**src/rtl/mdl_spdet_nch.sv**
```systemverilog
// rtl/mdl_spdet_nch.sv - multi-channel bubble sync-pattern detector with hunt/align/lock FSM
module mdl_spdet_nch #(
    parameter int NCH       = 4,
    parameter int ZERO_RUN  = 128,
    parameter int ALIGN_WIN = 4,
    parameter int DLY_2B    = 8,
    parameter int TO_W      = 12
) (
    input  logic            i_MCLK,
    input  logic            i_SYS_RST_n,
    input  logic            i_CLK2M_PCEN_n,
    input  logic [NCH-1:0]  i_BDI,
    input  logic            i_GLCNT_RD,
    input  logic            i_SLOT_n,
    input  logic            i_BOOTEN_n,
    input  logic            i_BSEN_n,
    input  logic            i_4BEN_n,
    input  logic [NCH-1:0]  i_CH_MASK,
    input  logic [TO_W-1:0] i_TO_LIM,
    output logic            o_SYNCTIP_n,
    output logic            o_SYNCED_FLAG,
    output logic            o_SYNC_FAIL,
    output logic [NCH-1:0]  o_TIP_CH
);

    localparam logic [7:0] ZR = 8'(ZERO_RUN);
    localparam logic [3:0] AW = 4'(ALIGN_WIN);

    typedef enum logic [2:0] {
        S_IDLE,
        S_HUNT,
        S_ALIGN,
        S_LOCKED,
        S_FAIL
    } state_t;

    state_t                  state_q, state_d;
    logic [NCH-1:0][7:0]     zc_q, zc_d;
    logic [NCH-1:0]          tip_ch_q, tip_ch_d;
    logic [NCH-1:0]          tip, hits;
    logic [3:0]              win_q, win_d, win_nxt;
    logic [TO_W-1:0]         to_q, to_d, to_nxt;
    logic [DLY_2B-1:0]       dly_q, dly_d;
    logic                    synctip_q, synctip_d;
    logic                    en, run, cov, timeout, p;

    assign en  = ~i_CLK2M_PCEN_n;
    assign run = ((state_q == S_HUNT) || (state_q == S_ALIGN)) && !i_BSEN_n;

    // Tip qualification looks at the run length before this step's bit is absorbed.
    always_comb begin
        for (int k = 0; k < NCH; k++) begin
            zc_d[k] = zc_q[k];
            tip[k]  = 1'b0;
            if (!run) begin
                zc_d[k] = '0;
            end else if (i_GLCNT_RD) begin
                if (i_BDI[k]) begin
                    tip[k]  = (zc_q[k] == ZR) && !i_SLOT_n && i_CH_MASK[k];
                    zc_d[k] = '0;
                end else if (zc_q[k] != ZR) begin
                    zc_d[k] = zc_q[k] + 8'd1;
                end
            end
        end
    end

    assign hits    = tip_ch_q | tip;
    assign cov     = (i_CH_MASK != '0) && ((hits & i_CH_MASK) == i_CH_MASK);
    assign to_nxt  = to_q + TO_W'(1);
    assign win_nxt = win_q + 4'd1;
    assign timeout = (i_TO_LIM != '0) && (to_nxt == i_TO_LIM);

    always_comb begin
        state_d  = state_q;
        tip_ch_d = tip_ch_q;
        win_d    = win_q;
        to_d     = to_q;
        case (state_q)
            S_IDLE: begin
                if (!i_BOOTEN_n && !i_BSEN_n && (i_CH_MASK != '0)) begin
                    state_d  = S_HUNT;
                    tip_ch_d = '0;
                    to_d     = '0;
                    win_d    = '0;
                end
            end
            S_HUNT, S_ALIGN: begin
                if (i_BOOTEN_n) begin
                    state_d = S_IDLE;
                end else if (!i_BSEN_n && i_GLCNT_RD) begin
                    to_d = to_nxt;
                    // Timeout beats a lock decided on the same step.
                    if (timeout) begin
                        state_d = S_FAIL;
                    end else if (state_q == S_HUNT) begin
                        if (tip != '0) begin
                            tip_ch_d = hits;
                            if (cov) begin
                                state_d = S_LOCKED;
                            end else begin
                                state_d = S_ALIGN;
                                win_d   = '0;
                            end
                        end
                    end else begin
                        tip_ch_d = hits;
                        win_d    = win_nxt;
                        if (cov) begin
                            state_d = S_LOCKED;
                        end else if (win_nxt == AW) begin
                            state_d  = S_HUNT;
                            tip_ch_d = '0;
                        end
                    end
                end
            end
            S_LOCKED, S_FAIL: begin
                if (i_BOOTEN_n) begin
                    state_d = S_IDLE;
                end
            end
            default: state_d = S_IDLE;
        endcase
    end

    assign p = (state_d == S_LOCKED) && (state_q != S_LOCKED);

    // 2-bit mode delays the pulse through the shift line; 4-bit mode flushes it.
    always_comb begin
        dly_d     = '0;
        synctip_d = ~p;
        if (i_4BEN_n) begin
            dly_d     = (dly_q << 1) | DLY_2B'(p);
            synctip_d = ~dly_q[DLY_2B-1];
        end
    end

    always_ff @(posedge i_MCLK or negedge i_SYS_RST_n) begin
        if (!i_SYS_RST_n) begin
            state_q   <= S_IDLE;
            zc_q      <= '0;
            tip_ch_q  <= '0;
            win_q     <= '0;
            to_q      <= '0;
            dly_q     <= '0;
            synctip_q <= 1'b1;
        end else if (en) begin
            state_q   <= state_d;
            zc_q      <= zc_d;
            tip_ch_q  <= tip_ch_d;
            win_q     <= win_d;
            to_q      <= to_d;
            dly_q     <= dly_d;
            synctip_q <= synctip_d;
        end
    end

    assign o_SYNCTIP_n   = synctip_q;
    assign o_SYNCED_FLAG = (state_q == S_LOCKED);
    assign o_SYNC_FAIL   = (state_q == S_FAIL);
    assign o_TIP_CH      = tip_ch_q;

endmodule

```
**config.mk**
```make
export PLATFORM = sky130hd
export DESIGN_NAME = mdl_spdet_nch
export DESIGN_NICKNAME = d
export VERILOG_FILES = /design/src/rtl/mdl_spdet_nch.sv
export SDC_FILE = /design/constraint.sdc
export NUM_CORES = 1
export LEC_CHECK = 0
export CORE_ASPECT_RATIO = 1.75
export CORE_MARGIN = 4
export CORE_UTILIZATION = 44
export CTS_CLUSTER_SIZE = 28
export DETAILED_ROUTE_END_ITERATION = 8
export HOLD_SLACK_MARGIN = 0.15
export PLACE_DENSITY = 0.68
export SYNTH_ARGS = -nofsm -noshare
export SYNTH_HDL_FRONTEND = slang
export SYNTH_SLANG_ARGS = --single-unit
```
**constraint.sdc**
```tcl
create_clock -name i_MCLK -period 5.45 [get_ports i_MCLK]
set_input_delay 1.09 -clock i_MCLK [delete_from_list [all_inputs] [get_ports i_MCLK]]
set_output_delay 1.09 -clock i_MCLK [all_outputs]
set_load 0.01 [all_outputs]
```
# Word level (Yosys, flattened, before mapping)
# Cells that the tools add are included.
dict set report op_classes {
  n_addsub 6
  n_mux 61
  eq_ne 28
  bitwise_logic 6
  reduce_logical 33
}
# operator count
set ops {}
lappend ops {{$mux 8} 17}
lappend ops {{$mux 4} 14}
lappend ops {{$mux 12} 3}
lappend ops {{$add 8x1->8 const B} 4}
lappend ops {{$eq 8x8->1 const B} 4}
lappend ops {{$ne 8x8->1 const B} 4}
lappend ops {{$mux 3} 9}
lappend ops {{$pmux 12 s2} 1}
lappend ops {{$pmux 4 s2} 2}
lappend ops {{$logic_and 1x1->1} 15}
lappend ops {{$ne 3x2->1 const B} 5}
lappend ops {{$mux 1} 14}
lappend ops {{$add 12x1->12 const B} 1}
lappend ops {{$eq 12x12->1} 1}
lappend ops {{$reduce_and 3->1} 4}
lappend ops {{$reduce_bool 12->1} 1}
lappend ops {{$ne 2x2->1 const B} 5}
lappend ops {{$eq 3x2->1 const B} 3}
lappend ops {{$pmux 3 s3} 1}
lappend ops {{$or 8x1->8} 1}
lappend ops {{$reduce_and 8->1} 1}
lappend ops {{$reduce_bool 4->1} 2}
lappend ops {{$reduce_and 7->1} 1}
lappend ops {{$ne 3x3->1 const B} 2}
lappend ops {{14 further kinds} 19}
dict set report totals {
  wordCells 144
  in_bits 28
  output_inout_bits 7
  regBits 64
}

# Depth between registers and ports, before layout
# Gate-level depths: netlist of run 1.
dict set report logic_depth {
  depth_word 21
  depth_mapped 9
  depth_no_buf 9
}

# Worst setup path before layout of run 1
# Ideal clock, no wire load.
dict set report synth_timing {
  kind {in2reg}
  startpoint {input i_BSEN_n}
  endpoint {register tip_ch_q[0], in the netlist o_TIP_CH[0]}
  stages 6
  slack_ns 2.222
  setup_ns 0.119
  t_required_ns 5.331
  arrival_time_ns 3.110
  path_buffers 0
  path_cell_list {or4b_4 or4_4 o22a_1 a31o_4 or3b_4 o21a_1}
}
dict set report synth_via {
  elab_chain_len 13
  word_cells_on_any_way 26
  classes_between {4 x eq/ne; 12 x mux; 2 x bitwise; 8 x reduce/logical}
}
# item line_no
set synth_rtl {}
lappend synth_rtl {{start, declared} 16} ;# input logic i_BSEN_n,
lappend synth_rtl {{$logic_not 1->1 *} {48, 81, 91}}
lappend synth_rtl {{$logic_and 1x1->1} 48} ;# assign run = ((state_q == S_HUNT) || (state_q == S_ALIGN)) && !i_BSEN_n;
lappend synth_rtl {{$mux 1} 55} ;# if (!run) begin
lappend synth_rtl {{$or 4x4->4} 68} ;# assign hits = tip_ch_q | tip;
lappend synth_rtl {{$and 4x4->4} 69} ;# assign cov = (i_CH_MASK != '0) && ((hits & i_CH_MASK) == i_CH_MASK);
lappend synth_rtl {{$eq 4x4->1} 69}
lappend synth_rtl {{$logic_and 1x1->1} 69}
lappend synth_rtl {{$mux 4} 109} ;# if (cov) begin
lappend synth_rtl {{$mux 4} 96} ;# end else if (state_q == S_HUNT) begin
lappend synth_rtl {{$mux 4} 94} ;# if (timeout) begin
lappend synth_rtl {{$mux 4} 91} ;# end else if (!i_BSEN_n && i_GLCNT_RD) begin
lappend synth_rtl {{$mux 4} 89} ;# if (i_BOOTEN_n) begin
lappend synth_rtl {{$pmux 4 s2} 79} ;# case (state_q)
lappend synth_rtl {{end signal, assigned} 151} ;# tip_ch_q <= tip_ch_d;
lappend synth_rtl {{end, declared} 39} ;# logic [NCH-1:0] tip_ch_q, tip_ch_d;
# Mark *: on every way between the ends. The rest lies on a longest branch, timed or not. The select of a mux whose other input is x is not followed.
# A chain may end at the register's enable or synchronous reset.

# Worst setup path in the final report of run 1
dict set report layout_timing {
  startpoint {input i_BSEN_n}
  endpoint {register tip_ch_q[3], in the netlist o_TIP_CH[3]}
}
# Same word-level chain as after synthesis.

==> results of run 1 <==
worst max-delay path: stages:
cell and delay, ps:
clkdlybuf4s50_1 620, or4b_4 610, or4_4 530, o22a_1 240
a31o_4 290, or3b_4 400, o21a_1 120
stage by stage:
stage,std cells,utilization (%)
finish,641,53.4
global route,641,53.4
CTS,641,53.4
detailed placement,626,50.1
global placement,626,50.1
floorplan,488,-
power groups by stage:
| stage | Clock (mW) | Sequential, mW | Combinational [mW] |
|---|---|---|---|
| CTS | 0.605 | 0.511 | 0.169 |
| detailed placement | 0 | 0.519 | 0.168 |
| global route | 0.630 | 0.514 | 0.188 |
| global placement | 0 | 0.518 | 0.165 |
| floorplan | 0 | 0.509 | 0.108 |
| finish | 0.596 | 0.512 | 0.169 |
worst max-delay path by stage:
| stage | start | end | slack, ps | depth (start not counted) |
|---|---|---|---|---|
| 2_1_floorplan | i_BSEN_n | o_TIP_CH[0]$_DFFE_PN0P_ | 2220 | 6 |
| 3_3_place_gp | i_BSEN_n | o_TIP_CH[3]$_DFFE_PN0P_ | 1470 | 7 |
| 3_5_place_dp | i_BSEN_n | o_TIP_CH[3]$_DFFE_PN0P_ | 1440 | 7 |
| 4_1_cts | i_BSEN_n | o_TIP_CH[3]$_DFFE_PN0P_ | 1780 | 7 |
| 5_1_grt | i_BSEN_n | o_TIP_CH[3]$_DFFE_PN0P_ | 1660 | 7 |
| 6_report | i_BSEN_n | o_TIP_CH[3]$_DFFE_PN0P_ | 1770 | 7 |
area by class of cell:
cell class	instances	area share (%)
Tap cell	120	3.07
Multi-Input combinational cell	379	48.6
Inverter	25	1.92
Timing Repair Buffer	38	7.47
Clock buffer	11	4.76
Clock inverter	4	1.43
Sequential cell	64	32.8
logic make-up (layout without fill, tap and decap cells):
logic type / count (synthesis) / count (layout) / synth area share (%)
and+or+nand+nor: 220 / 220 / 29.2
buffers and inverters: 45 / 78 / 4.08
adders and majority gates: 11 / 11 / 3.32
AOI/OAI and AO/OA: 117 / 117 / 18.0
muxes: 2 / 2 / 0.484
xor gates and xnor gates: 29 / 29 / 6.13
DFF: 64 / 64 / 38.7
state kept, by name, indices dropped and copies added (netlist names):
name / flops
zc_q: 32
to_q: 12
dly_q: 8
o_TIP_CH: 4
win_q: 4
state_q: 3
o_SYNCTIP_n: 1
metal layers:
layer / global-route usage, % / part of all wire [%] / vias up
met3: 3.85 / 4.2 / 31
met2: 35.5 / 51 / 109
met1: 24.3 / 41 / 1865
met4: 12.1 / 3.8 / 0
met5: 0 / 0 / -
li1: - / - / 1857
layout by cell type (no fill, tap or decap), drive strengths merged, types with 11 or more instances in the layout:
cell / netlist / final
nor2: 42 / 42
ha: 11 / 11
a21oi: 20 / 20
xor2: 22 / 22
clkdlybuf4s50: 0 / 33
o21ai: 47 / 47
inv: 25 / 25
nor3: 14 / 14
nand4: 18 / 18
nor4: 13 / 13
nand3: 29 / 29
nand2: 43 / 43
dfrtp: 63 / 63
clkbuf: 20 / 11
==> results.txt, run 1 <==
status = finished, final reports clean
Register-to-Register Path Depth = 7
number of max-cap violations = 0
FF+latch area = 1600 um^2
critical path peak fanout = 12
hold slack = 481 ps
Layout area overhead = 18.1%
crit path launch type = primary input
gr usage total = 21.0%
Initial DRC Count = 247
part of the power in the clock network = 46.7%
ratio of final minimum period to clock period = 67.5%
area share of the largest cell type after synthesis = 38.1%
Hold Path Sink = dly_q[1]$_DFFE_PN0N_
synthesized cell area = 4140 um^2
GP Congestion = 0.949
Layout Nets = 556
Worst Path Arrival = 3900 ps
post-synthesis sequential area ratio = 38.7%
worst vdd ir = 0.000163 V
vias in the first global route = 3838
Detail Placement HPWL = 7830 um
worst reg-to-reg setup slack = 2490 ps
worst slew pin tran = 893 ps
total CTS buffers = 9
worst hold start = dly_q[1]$_DFFE_PN0N_
combinational share of power = 13.3%
syn_area_per_cell = 8.48 um^2
postcts setup bufs = 0
syn nets = 527
launching point of the worst reg2reg path = state_q[0]$_DFFE_PN0N_
die area = 11100 um^2
Crit Path Class = primary input to register
minimum clock period = 3680 ps
Starting Density = 45.2%
post-CTS sizing = 0
grt ovf = 0
Syn. warnings = 0
footprint of the multi-input gates = 2380 um^2
CTS tree = done
largest net degree at the start of global routing = 65
top cells by count, synth = dfrtp_1 (63), o21ai_0 (46), nand2_1 (43)
share of cells above drive strength 1 = 5.37%
Root Buffer Master = clkbuf_16
slew margin rel. = 39.9%
DRC Markers = 0
Post-Place Setup Slack = 1440 ps
final instance area = 4890 um^2
Post-Route Setup TNS = 0 ps
Longest Clk Path Bufs = 2
Top FF cell, synth = dfrtp_1
vias per cell = 6.02
final worst slack = 1770 ps
CTS H-tree lvls = 3
Pre-antenna DRT Iters = 4
hold_buf cts = 0
Post-synth EDFFs = 0
RSZ-0062 raised after global routing = no
Distinct cells, synth = 64
post-DR wirelength/cell = 16.9 um
worst clock skew = 5.15 ps
n_diodes = 0
Pint = 0.952 mW
Port Buffer Count = 34
Max Freq = 272 MHz
Clock Sink Count = 64
Core Rows = 46
top-count cell post-synth = dfrtp_1
fill cell count = 856
fraction of power spent switching nets = 25.5%
FFs w/ async S/R, synth = 100%
Power Density = 261 nW/um^2
Worst-Skew Late Latency = 340 ps
Post-Synthesis Cells = 488
Setup Viol. Count Final = 0
DP Area = 4590 um^2
post-synthesis register bit count = 64
Switch Pwr = 0.326 mW
vias post-DR = 3862
Hold WC Path Type = register to register
CP required = 5670 ps
synth top area cells = dfrtp_1 (38%), o21ai_0 (5.6%), xor2_1 (4.7%)
Worst-path clk slew = 50 ps
Fin. Hold Viols = 0
initial antenna violation count = 0
post-synth top area cell = dfrtp_1
routed wire length = 10800 um
Die Span Y = 136 um
Pwr Total = 1.28 mW
CP Capture Type = register
IO Pins = 35
reg2reg end = o_TIP_CH[3]$_DFFE_PN0P_
Pleak = 1.99 nW
Final ANT Viol Nets = 0
global-route wire length before repair = 18200 um
core footprint = 9150 um^2
hold path depth = 2
DIE WIDTH = 81.3 um
Seq pwr share = 40.1%
Slew Limit Fails = 0
Power figures use the tool's default switching activity.
==> run 2: changes to the inputs <==
==> constraint.sdc (replaced) <==
create_clock -name i_MCLK -period 3.71 [get_ports i_MCLK]
set_input_delay 0.742 -clock i_MCLK [delete_from_list [all_inputs] [get_ports i_MCLK]]
set_output_delay 0.742 -clock i_MCLK [all_outputs]
set_load 0.01 [all_outputs]
==> run 2 against run 1 <==
Hold slack got worse by 61 ps. Sequential share of layout area fell by 0.58 points. Worst setup slack got worse by 1200 ps. Cell count rose by 2.0%. Non-clock buffer count rose by 12. Global-route usage rose by 0.11 points. Combinational power rose by 60%. Count of clock-buffer cells in the layout rose by 3. Die area did not move. Final area rose by 1.8%. Largest power group unchanged.
==> results.txt, run 2 (synthesis results as in run 1) <==
status = finished, final reports clean
CP Capture Type = register
most frequent cells in the layout = dfrtp_1 (63), o21ai_0 (46), nand2_1 (43), nor2_1 (42), clkdlybuf4s50_1 (33)
Pwr Total = 1.86 mW
vias per cell = 5.98
combinational share of power = 14.5%
Pint = 1.39 mW
Core Rows = 46
Util after Layout = 54.4%
slew margin rel. = 58.7%
Worst Path Arrival = 3310 ps
Final ANT Viol Nets = 0
Fin. Hold Viols = 0
fill cell count = 842
minimum clock period = 3090 ps
core footprint = 9150 um^2
largest net degree at the start of global routing = 27
Initial DRC Count = 182
max FFs per register = 32
Crit Path Class = primary input to register
vias in the first global route = 3975
CTS tree = done
CP required = 3930 ps
number of max-cap violations = 0
Setup Viol. Count Final = 0
gr usage total = 21.1%
worst clock skew = 5.17 ps
commonest non-fill, non-tap cell in the layout = dfrtp_1
Max Freq = 323 MHz
Pleak = 2.04 nW
Layout area overhead = 20.3%
ratio of final minimum period to clock period = 83.4%
Register-to-Register Path Depth = 6
Pre-antenna DRT Iters = 4
grt ovf = 0
fraction of power spent switching nets = 25.6%
Port Buffer Count = 34
part of the power in the clock network = 45.5%
worst vdd ir = 0.000256 V
biggest regs = zc_q x32, to_q x12, dly_q x8
share of cells above drive strength 1 = 7.49%
FF+latch area = 1600 um^2
final instance area = 4980 um^2
met2 Use GR = 37.2%
most used routing layer = met2
GR Util met1 = 23.5%
IO Pins = 35
Seq pwr share = 40.0%
Switch Pwr = 0.477 mW
Slew Limit Fails = 0
worst slew pin tran = 620 ps
Layout Nets = 568
Power Density = 374 nW/um^2
post-DR wirelength/cell = 16.6 um
Longest Clk Path Bufs = 2
Top reg by flops = zc_q
GP Congestion = 0.981
total CTS buffers = 9
DP Area = 4680 um^2
n_diodes = 0
Worst-Skew Late Latency = 330 ps
Root Buffer Master = clkbuf_16
Hold WC Path Type = primary input to asynchronous set/reset pin
crit path launch type = primary input
Clock Sink Count = 64
post-CTS sizing = 0
die area = 11100 um^2
Worst-path clk slew = 50 ps
global-route wire length before repair = 18200 um
routed wire length = 10800 um
Die Span Y = 136 um
hold_buf cts = 0
CTS H-tree lvls = 3
critical path peak fanout = 9
DRC Markers = 0
postcts setup bufs = 0
DIE WIDTH = 81.3 um
Detail Placement HPWL = 8030 um
Starting Density = 45.2%
Post-Route Setup TNS = 0 ps
met3 global-route usage = 3.98%
initial antenna violation count = 0
footprint of the multi-input gates = 2380 um^2
RSZ-0062 raised after global routing = no
vias post-DR = 3914
-- run 2: layout make-up --
cell class,count,area share [%]
inverters,25,1.88
flip-flops and latches,64,32.2
well taps,120,3.02
repair buffers,50,9.15
clock inverters,2,0.754
clock buffers,14,5.30
multi-input cells,379,47.7
-- run 2: through the flow --
step	instances	setup slack [ps]	hold WS [ps]
after global routing	654	546	471
after global placement	638	331	455
after CTS	654	622	447
after floorplan	488	830	437
final	654	615	420
after detailed placement	638	273	463
-- run 2: path summary, 6_finish.rpt --
| path | from | slack, ps | end |
|---|---|---|---|
| worst max-delay path | i_BSEN_n | 620 | o_TIP_CH[0]$_DFFE_PN0P_ |
| worst min-delay path | i_SYS_RST_n | 420 | dly_q[7]$_DFFE_PN0N_ |
| worst max register to register | zc_q[29]$_DFFE_PN0P_ | 1020 | o_TIP_CH[0]$_DFFE_PN0P_ |
| worst min register to register | dly_q[0]$_DFFE_PN0N_ | 470 | dly_q[0]$_DFFE_PN0N_ |
| max in group asynchronous | i_SYS_RST_n | 2570 | zc_q[13]$_DFFE_PN0P_ |
| min in group i_MCLK | dly_q[0]$_DFFE_PN0N_ | 470 | dly_q[0]$_DFFE_PN0N_ |
-- run 2: critical path, cell delays in order --
cell and delay (ps):
clkdlybuf4s50_1 430, or4b_4 550, or4_4 530, o22a_1 240
a31o_4 300, or3b_4 400, o21a_1 120
-- run 2: power groups by stage --
stage / clock network [mW] / registers (mW) / logic [mW]
3_5_place_dp: 0 / 0.756 / 0.268
3_3_place_gp: 0 / 0.755 / 0.263
6_report: 0.848 / 0.745 / 0.270
4_1_cts: 0.869 / 0.744 / 0.269
5_1_grt: 0.909 / 0.748 / 0.300
2_1_floorplan: 0 / 0.748 / 0.159
-- run 2: layer usage --
metal / wire length [um] / up-vias
li1: - / 1877
met1: 4370 / 1915
met2: 5750 / 102
met3: 446 / 20
met4: 274 / 0
met5: 0 / -
